<file path="src/rtl/instruction_fetch_unit_pkg.sv">
// Shared types and constants for the instruction fetch unit and its PC register.
package instruction_fetch_unit_pkg;

    typedef enum logic [2:0] {
        S_IDLE  = 3'd0,
        S_REQ   = 3'd1,
        S_WAIT  = 3'd2,
        S_HOLD  = 3'd3,
        S_DRAIN = 3'd4
    } fetch_state_t;

    localparam logic [31:0] NOP_INSTR        = 32'h0000_0013;
    localparam logic [31:0] DEFAULT_RESET_PC = 32'h0040_0000;
    localparam logic [31:0] PC_STEP          = 32'd4;

    function automatic logic [31:0] align_word(input logic [31:0] addr);
        return {addr[31:2], 2'b00};
    endfunction

endpackage

</file>
<file path="src/rtl/instruction_fetch_unit_if.sv">
// Fetch-stage bundle: instruction memory request/response, decode handoff and redirect.
interface instruction_fetch_unit_if #(parameter int XLEN = 32);

    logic            imem_req_o;
    logic [XLEN-1:0] imem_addr_o;
    logic            imem_valid_i;
    logic [XLEN-1:0] imem_rdata_i;
    logic [XLEN-1:0] instr_o;
    logic [XLEN-1:0] pc_o;
    logic            instr_valid_o;
    logic            dec_ready_i;
    logic            redirect_i;
    logic [XLEN-1:0] redirect_pc_i;
    logic            misalign_o;

    modport master (
        output imem_req_o, imem_addr_o, instr_o, pc_o, instr_valid_o, misalign_o,
        input  imem_valid_i, imem_rdata_i, dec_ready_i, redirect_i, redirect_pc_i
    );

    modport slave (
        input  imem_req_o, imem_addr_o, instr_o, pc_o, instr_valid_o, misalign_o,
        output imem_valid_i, imem_rdata_i, dec_ready_i, redirect_i, redirect_pc_i
    );

endinterface

</file>
<file path="src/rtl/instruction_fetch_unit_pc_reg.sv">
// Program counter: +4 step, word-aligned redirect load, misalignment flag.
// Latency: new PC visible one cycle after inc_en/redirect_en; misalign is combinational.
// Backpressure: none; the fetch FSM decides when the PC may advance.
module fetch_pc_reg
    import instruction_fetch_unit_pkg::*;
#(
    parameter logic [31:0] RESET_PC = DEFAULT_RESET_PC
) (
    input  logic        clk,
    input  logic        reset,
    input  logic        inc_en,
    input  logic        redirect_en,
    input  logic [31:0] redirect_pc,
    output logic [31:0] pc,
    output logic        misalign
);

    // Redirect outranks the sequential step; low address bits are dropped.
    always_ff @(posedge clk or negedge reset) begin
        if (!reset) begin
            pc <= RESET_PC;
        end else if (redirect_en) begin
            pc <= align_word(redirect_pc);
        end else if (inc_en) begin
            pc <= pc + PC_STEP;
        end
    end

    assign misalign = redirect_en && (redirect_pc[1:0] != 2'b00);

endmodule

</file>
<file path="src/rtl/instruction_fetch_unit.sv">
// Fetch stage: one outstanding imem word request, single-entry instruction buffer to decode.
// Latency: REQ -> WAIT (memory latency) -> HOLD, so at least 3 cycles per instruction.
// Backpressure: buffer is held while dec_ready_i=0; no new request until decode accepts.
module instruction_fetch_unit
    import instruction_fetch_unit_pkg::*;
#(
    parameter logic [31:0] RESET_PC = DEFAULT_RESET_PC,
    parameter int          XLEN     = 32
) (
    input  logic                      clk,
    input  logic                      reset,
    instruction_fetch_unit_if.master  bus
);

    fetch_state_t    state_q;
    fetch_state_t    state_d;
    logic [XLEN-1:0] pc;
    logic [XLEN-1:0] instr_q;
    logic [XLEN-1:0] pc_q;
    logic            valid_q;
    logic            redirect_en;
    logic            inc_en;
    logic            load_buf;

    assign redirect_en = bus.redirect_i && (state_q != S_IDLE);
    assign inc_en      = (state_q == S_HOLD) && bus.dec_ready_i && !bus.redirect_i;
    assign load_buf    = (state_q == S_WAIT) && bus.imem_valid_i && !bus.redirect_i;

    fetch_pc_reg #(.RESET_PC(RESET_PC)) u_pc_reg (
        .clk         (clk),
        .reset       (reset),
        .inc_en      (inc_en),
        .redirect_en (redirect_en),
        .redirect_pc (bus.redirect_pc_i),
        .pc          (pc),
        .misalign    (bus.misalign_o)
    );

    always_ff @(posedge clk or negedge reset) begin
        if (!reset) begin
            state_q <= S_IDLE;
        end else begin
            state_q <= state_d;
        end
    end

    always_comb begin
        state_d = state_q;
        case (state_q)
            S_IDLE:  state_d = S_REQ;
            S_REQ:   state_d = bus.redirect_i ? S_DRAIN : S_WAIT;
            S_WAIT: begin
                if (bus.imem_valid_i) begin
                    state_d = bus.redirect_i ? S_REQ : S_HOLD;
                end else if (bus.redirect_i) begin
                    state_d = S_DRAIN;
                end
            end
            S_HOLD: begin
                if (bus.redirect_i || bus.dec_ready_i) begin
                    state_d = S_REQ;
                end
            end
            // A redirect here only retargets the PC; the stale response is still owed.
            S_DRAIN: begin
                if (bus.imem_valid_i) begin
                    state_d = S_REQ;
                end
            end
            default: state_d = S_IDLE;
        endcase
    end

    always_ff @(posedge clk or negedge reset) begin
        if (!reset) begin
            instr_q <= NOP_INSTR;
            pc_q    <= '0;
            valid_q <= 1'b0;
        end else if (redirect_en) begin
            valid_q <= 1'b0;
        end else if (load_buf) begin
            instr_q <= bus.imem_rdata_i;
            pc_q    <= pc;
            valid_q <= 1'b1;
        end else if (inc_en) begin
            valid_q <= 1'b0;
        end
    end

    assign bus.imem_req_o    = (state_q == S_REQ);
    assign bus.imem_addr_o   = (state_q == S_REQ) ? pc : '0;
    assign bus.instr_o       = instr_q;
    assign bus.pc_o          = pc_q;
    assign bus.instr_valid_o = valid_q;

endmodule

</file>
<file path="src/flat_wrapper.sv">
// flat-port wrapper written by rule: the top's interface ports become plain ports
module instruction_fetch_unit_flat import instruction_fetch_unit_pkg::*;
#(
    parameter logic [31:0] RESET_PC = DEFAULT_RESET_PC,
    parameter int          XLEN     = 32
)
  (clk, reset, bus_imem_req_o, bus_imem_addr_o, bus_instr_o, bus_pc_o, bus_instr_valid_o, bus_misalign_o, bus_imem_valid_i, bus_imem_rdata_i, bus_dec_ready_i, bus_redirect_i, bus_redirect_pc_i);
  instruction_fetch_unit_if #(.XLEN(XLEN)) bus_i ();
  input  logic clk;
  input  logic reset;
  output wire logic [$bits(bus_i.imem_req_o)-1:0] bus_imem_req_o;
  output wire logic [$bits(bus_i.imem_addr_o)-1:0] bus_imem_addr_o;
  output wire logic [$bits(bus_i.instr_o)-1:0] bus_instr_o;
  output wire logic [$bits(bus_i.pc_o)-1:0] bus_pc_o;
  output wire logic [$bits(bus_i.instr_valid_o)-1:0] bus_instr_valid_o;
  output wire logic [$bits(bus_i.misalign_o)-1:0] bus_misalign_o;
  input wire logic [$bits(bus_i.imem_valid_i)-1:0] bus_imem_valid_i;
  input wire logic [$bits(bus_i.imem_rdata_i)-1:0] bus_imem_rdata_i;
  input wire logic [$bits(bus_i.dec_ready_i)-1:0] bus_dec_ready_i;
  input wire logic [$bits(bus_i.redirect_i)-1:0] bus_redirect_i;
  input wire logic [$bits(bus_i.redirect_pc_i)-1:0] bus_redirect_pc_i;
  assign bus_imem_req_o = bus_i.imem_req_o;
  assign bus_imem_addr_o = bus_i.imem_addr_o;
  assign bus_instr_o = bus_i.instr_o;
  assign bus_pc_o = bus_i.pc_o;
  assign bus_instr_valid_o = bus_i.instr_valid_o;
  assign bus_misalign_o = bus_i.misalign_o;
  assign bus_i.imem_valid_i = bus_imem_valid_i;
  assign bus_i.imem_rdata_i = bus_imem_rdata_i;
  assign bus_i.dec_ready_i = bus_dec_ready_i;
  assign bus_i.redirect_i = bus_redirect_i;
  assign bus_i.redirect_pc_i = bus_redirect_pc_i;
  instruction_fetch_unit #(.RESET_PC(RESET_PC), .XLEN(XLEN)) u_core (.clk(clk), .reset(reset), .bus(bus_i));
endmodule
</file>
<file path="config.mk">
export PLATFORM = sky130hd
export DESIGN_NAME = instruction_fetch_unit_flat
export DESIGN_NICKNAME = d
export VERILOG_FILES = /design/src/rtl/instruction_fetch_unit_pkg.sv /design/src/rtl/instruction_fetch_unit_if.sv /design/src/rtl/instruction_fetch_unit_pc_reg.sv /design/src/rtl/instruction_fetch_unit.sv /design/src/flat_wrapper.sv
export SDC_FILE = /design/constraint.sdc
export NUM_CORES = 1
export LEC_CHECK = 0
export BUFFER_PORTS_ARGS = -buffer_cell sky130_fd_sc_hd__buf_2
export CAP_MARGIN = 30
export CORE_ASPECT_RATIO = 0.6
export CORE_UTILIZATION = 55
export CTS_BUF_LIST = sky130_fd_sc_hd__clkbuf_8
export DETAILED_ROUTE_END_ITERATION = 16
export GPL_TIMING_DRIVEN = 0
export PLACE_DENSITY_LB_ADDON = 0.25
export SLEW_MARGIN = 20
export SYNTH_ARGS = -nofsm -noshare
export SYNTH_HDL_FRONTEND = slang
export SYNTH_SLANG_ARGS = --single-unit
</file>
<file path="constraint.sdc">
create_clock -name clk -period 2.65 [get_ports clk]
set_input_delay 0.265 -clock clk [delete_from_list [all_inputs] [get_ports clk]]
set_output_delay 0.265 -clock clk [all_outputs]
set_load 0.02 [all_outputs]
</file>
==> impl_results.md <==
* Setup TNS at 0 ps
* Post-Synth Adder-Cell Area at less than 1%
* GRT Overall Usage at between 20% and 30%
* Period utilization at 93.7%
* CP startpoint kind: flip-flop
* Top FF cell, synth: dfrtp_1
* Top-area cell type share of the netlist area at between 40% and 50%
* Clk sinks at 96
* Gpl congestion at 0.907
* Final antenna-violating net count at 0
* Worst-Margin Slew at between 600 and 700 ps
* Drt pass-1 iters at 5
* Clk_skew at about 11 ps
* Layout cells sized above 1 at between 40% and 50%
* Combinational family with the most area after synthesis: simple AND/OR/NAND/NOR gates
* Final hold violation count at 0
* Ys async rst share at between 90% and 100%
* Synth cell count leaders: dfrtp_1, mux2_2, nand2_1
* DRT iter0 DRCs at ~340
* Final Slew Violations at 0
* Synthesis-to-layout area growth at 25.2%
* P_leak at approximately 2.8 nW
* Xor-xnor portion of the synthesized cell area at between 2 and 3%
* Mapped Cells at around 410
* Number of global-route vias before repair at about 3600
* Register area share after synthesis at between 50% and 60%
* I/O pin count at roughly 170
* CP max FO at 10
* Worst-path clk slew at 90 ps
* PD cells at between 1000 and 1500 nW/µm²
* Die ar. at about 8800 µm²
* CTS buffer count at 9
* Crit end category: primary output
* CTS tree: done
* FF+latch count, synth at between 90 and 100
* Final core utilization at 72.3%
* First-pass GRT wire length at 18.9 mm
* Yosys cell types at 53
* Most frequent cell after synthesis: dfrtp_1
* Multiplexer share of the synthesized area at 15.1%
* Drt drc at 0
* Status: complete, no violations
* Largest net degree at the start of global routing at between 50 and 60
* CORE AREA at 8010 µm²
* Yosys warns at 0
* Max cap viols at 0
* Syn Area/Cell at 11.4 µm²
* Number of gates resized after CTS at 0
* Worst skew pair latency at about 370 ps
* WL/cell at about 17 µm
* Via count at roughly 4000
* H-tree Lvls at 3
* RSZ-0062 raised after global routing: false
* Max Root-Sink Buffers at 2
* CP required at 2380 ps
* Root buf cell: clkbuf_8
* Hold_ws at just over 100 ps
* EDFF count, synth at 0
* F_max at 0.403 GHz
* Die Width at between 100 and 150 µm
* Total grt overflow at 0
* Final setup vio count at 0
* Initial Util at a little under 60%
* Die Ht at approximately 73 µm
* Yosys top cell by area: dfrtp_1
* Crit path kind: reg -> out
* Final HPWL DP at a little over 9 mm
* Antenna diodes at 0
* Post-Synth Simple-Gate Area at approximately 19%
* Normalized max-slew margin at 53.2%
* Total chip power at 0.00694 W
* Via/cell ratio at ~5.7
* Max VDD drop at roughly 0.00074 V
* Total Routed Length at 12.2 mm
* Arr. time, crit path at around 2200 ps
* Final nets at approximately 650
* Initial antenna violation count at 0
* Post-route minimum period at roughly 2500 ps
* IO buf count at about 160
* Post-Syn Area at 4620 µm²
* Synth top area cells: dfrtp_1, mux2_2, and2_1
* FF-to-FF setup slack at between 500 and 600 ps
* Std-Cell Rows at 25
* Min-Delay Path Class: in -> reg
* Synth Area in Compound Gates at 8.01%
-- registers in the layout, indices dropped and copies added (netlist names) --
register,count
u_core.bus.instr_o,32
u_core.u_pc_reg.pc,30
u_core.bus.instr_valid_o,1
u_core.state_q,3
u_core.bus.pc_o,30
-- routing by layer --
metal  vias to the layer above  global-route usage (%)  share of wire (%)
li1                       1807                       -                  -
met4                         0                    7.41                1.3
met3                        27                    8.05                9.4
met5                         -                       0                  0
met1                      1948                    40.3                 44
met2                       207                    43.4                 45
-- kinds of logic after synthesis --
group,Yosys count
AND/OR/NAND/NOR,147
multiplexers,62
AO/OA/AOI/OAI,55
other,1
buffers and inverters,30
XOR/XNOR,14
flip-flops,96
adder cells (fa/ha/maj),1
-- worst max-delay path, cell delays in order, from the launching register on --
cell	delay (ps)
dfrtp_1	370
buf_2	180
o31ai_2	510
clkbuf_1	520
nor2_1	100
buf_2	180
-- through the flow --
| step | area, µm² | setup WS (ps) | std cells |
|---|---|---|---|
| 2_1_floorplan | 4630 | 911 | 409 |
| 3_3_place_gp | 5580 | 409 | 679 |
| 3_5_place_dp | 5610 | 569 | 680 |
| 4_1_cts | 5790 | 197 | 697 |
| 5_1_grt | 5790 | 49.8 | 697 |
| 6_report | 5790 | 166 | 697 |
-- path summary, 6_finish.rpt --
path / start / end / depth (start not counted)
setup / recovery: u_core.state_q[0] / bus_misalign_o / 5
hold / removal: bus_redirect_pc_i[7] / u_core.u_pc_reg.pc[7] / 3
setup reg to reg: u_core.state_q[2] / u_core.bus.pc_o[4] / 6
hold reg to reg: u_core.bus.instr_valid_o / u_core.bus.instr_valid_o / 1
max in group asynchronous: reset / u_core.bus.instr_o[0] / 3
min in group asynchronous: reset / u_core.u_pc_reg.pc[7] / 2
-- cells in the final DEF, fill, tap and decap left out, types with 3 or more instances in the layout --
master,synthesis,layout
a21o_1,3,3
a21oi_1,6,6
a22oi_1,5,5
a311oi_1,6,6
a31oi_1,4,4
and2_1,28,28
and3_1,3,3
buf_2,12,173
buf_4,4,4
clkbuf_1,10,10
clkbuf_8,0,9
conb_1,1,4
dfrtp_1,92,92
dfstp_2,4,4
inv_1,3,5
mux2_1,12,12
mux2_2,50,50
nand2_1,29,29
nand3_1,22,22
nand4_1,10,10
nor2_1,23,23
nor3_1,8,8
o211ai_1,4,4
o21ai_0,8,8
o21ai_1,7,7
o22ai_1,4,4
or3_1,4,4
xnor2_1,6,6
xor2_1,8,8
-- what timing repair did --
action | 4_1_cts | 5_1_grt
setup buffers | 0 | 0
hold buffers | 1 | 0
endpoints found under the hold margin | 42 | 0
-- where the power goes --
group | internal (W) | switching [W] | total (W)
logic | 0.00130 | 0.00205 | 0.00335
clock network | 0.000332 | 0.000498 | 0.000830
registers | 0.00215 | 0.000606 | 0.00276
-- cell type report --
type / instances / area, µm²
Sequential cell: 96 / 2410
Fill cell: 611 / 2220
Multi-Input combinational cell: 283 / 2080
Timing Repair Buffer: 164 / 855
Buffer: 27 / 139
Tap cell: 108 / 135
Clock buffer: 9 / 124
Clock inverter: 7 / 41.3
Inverter: 3 / 11.3
No activity file was read; power rests on OpenSTA's default activity.
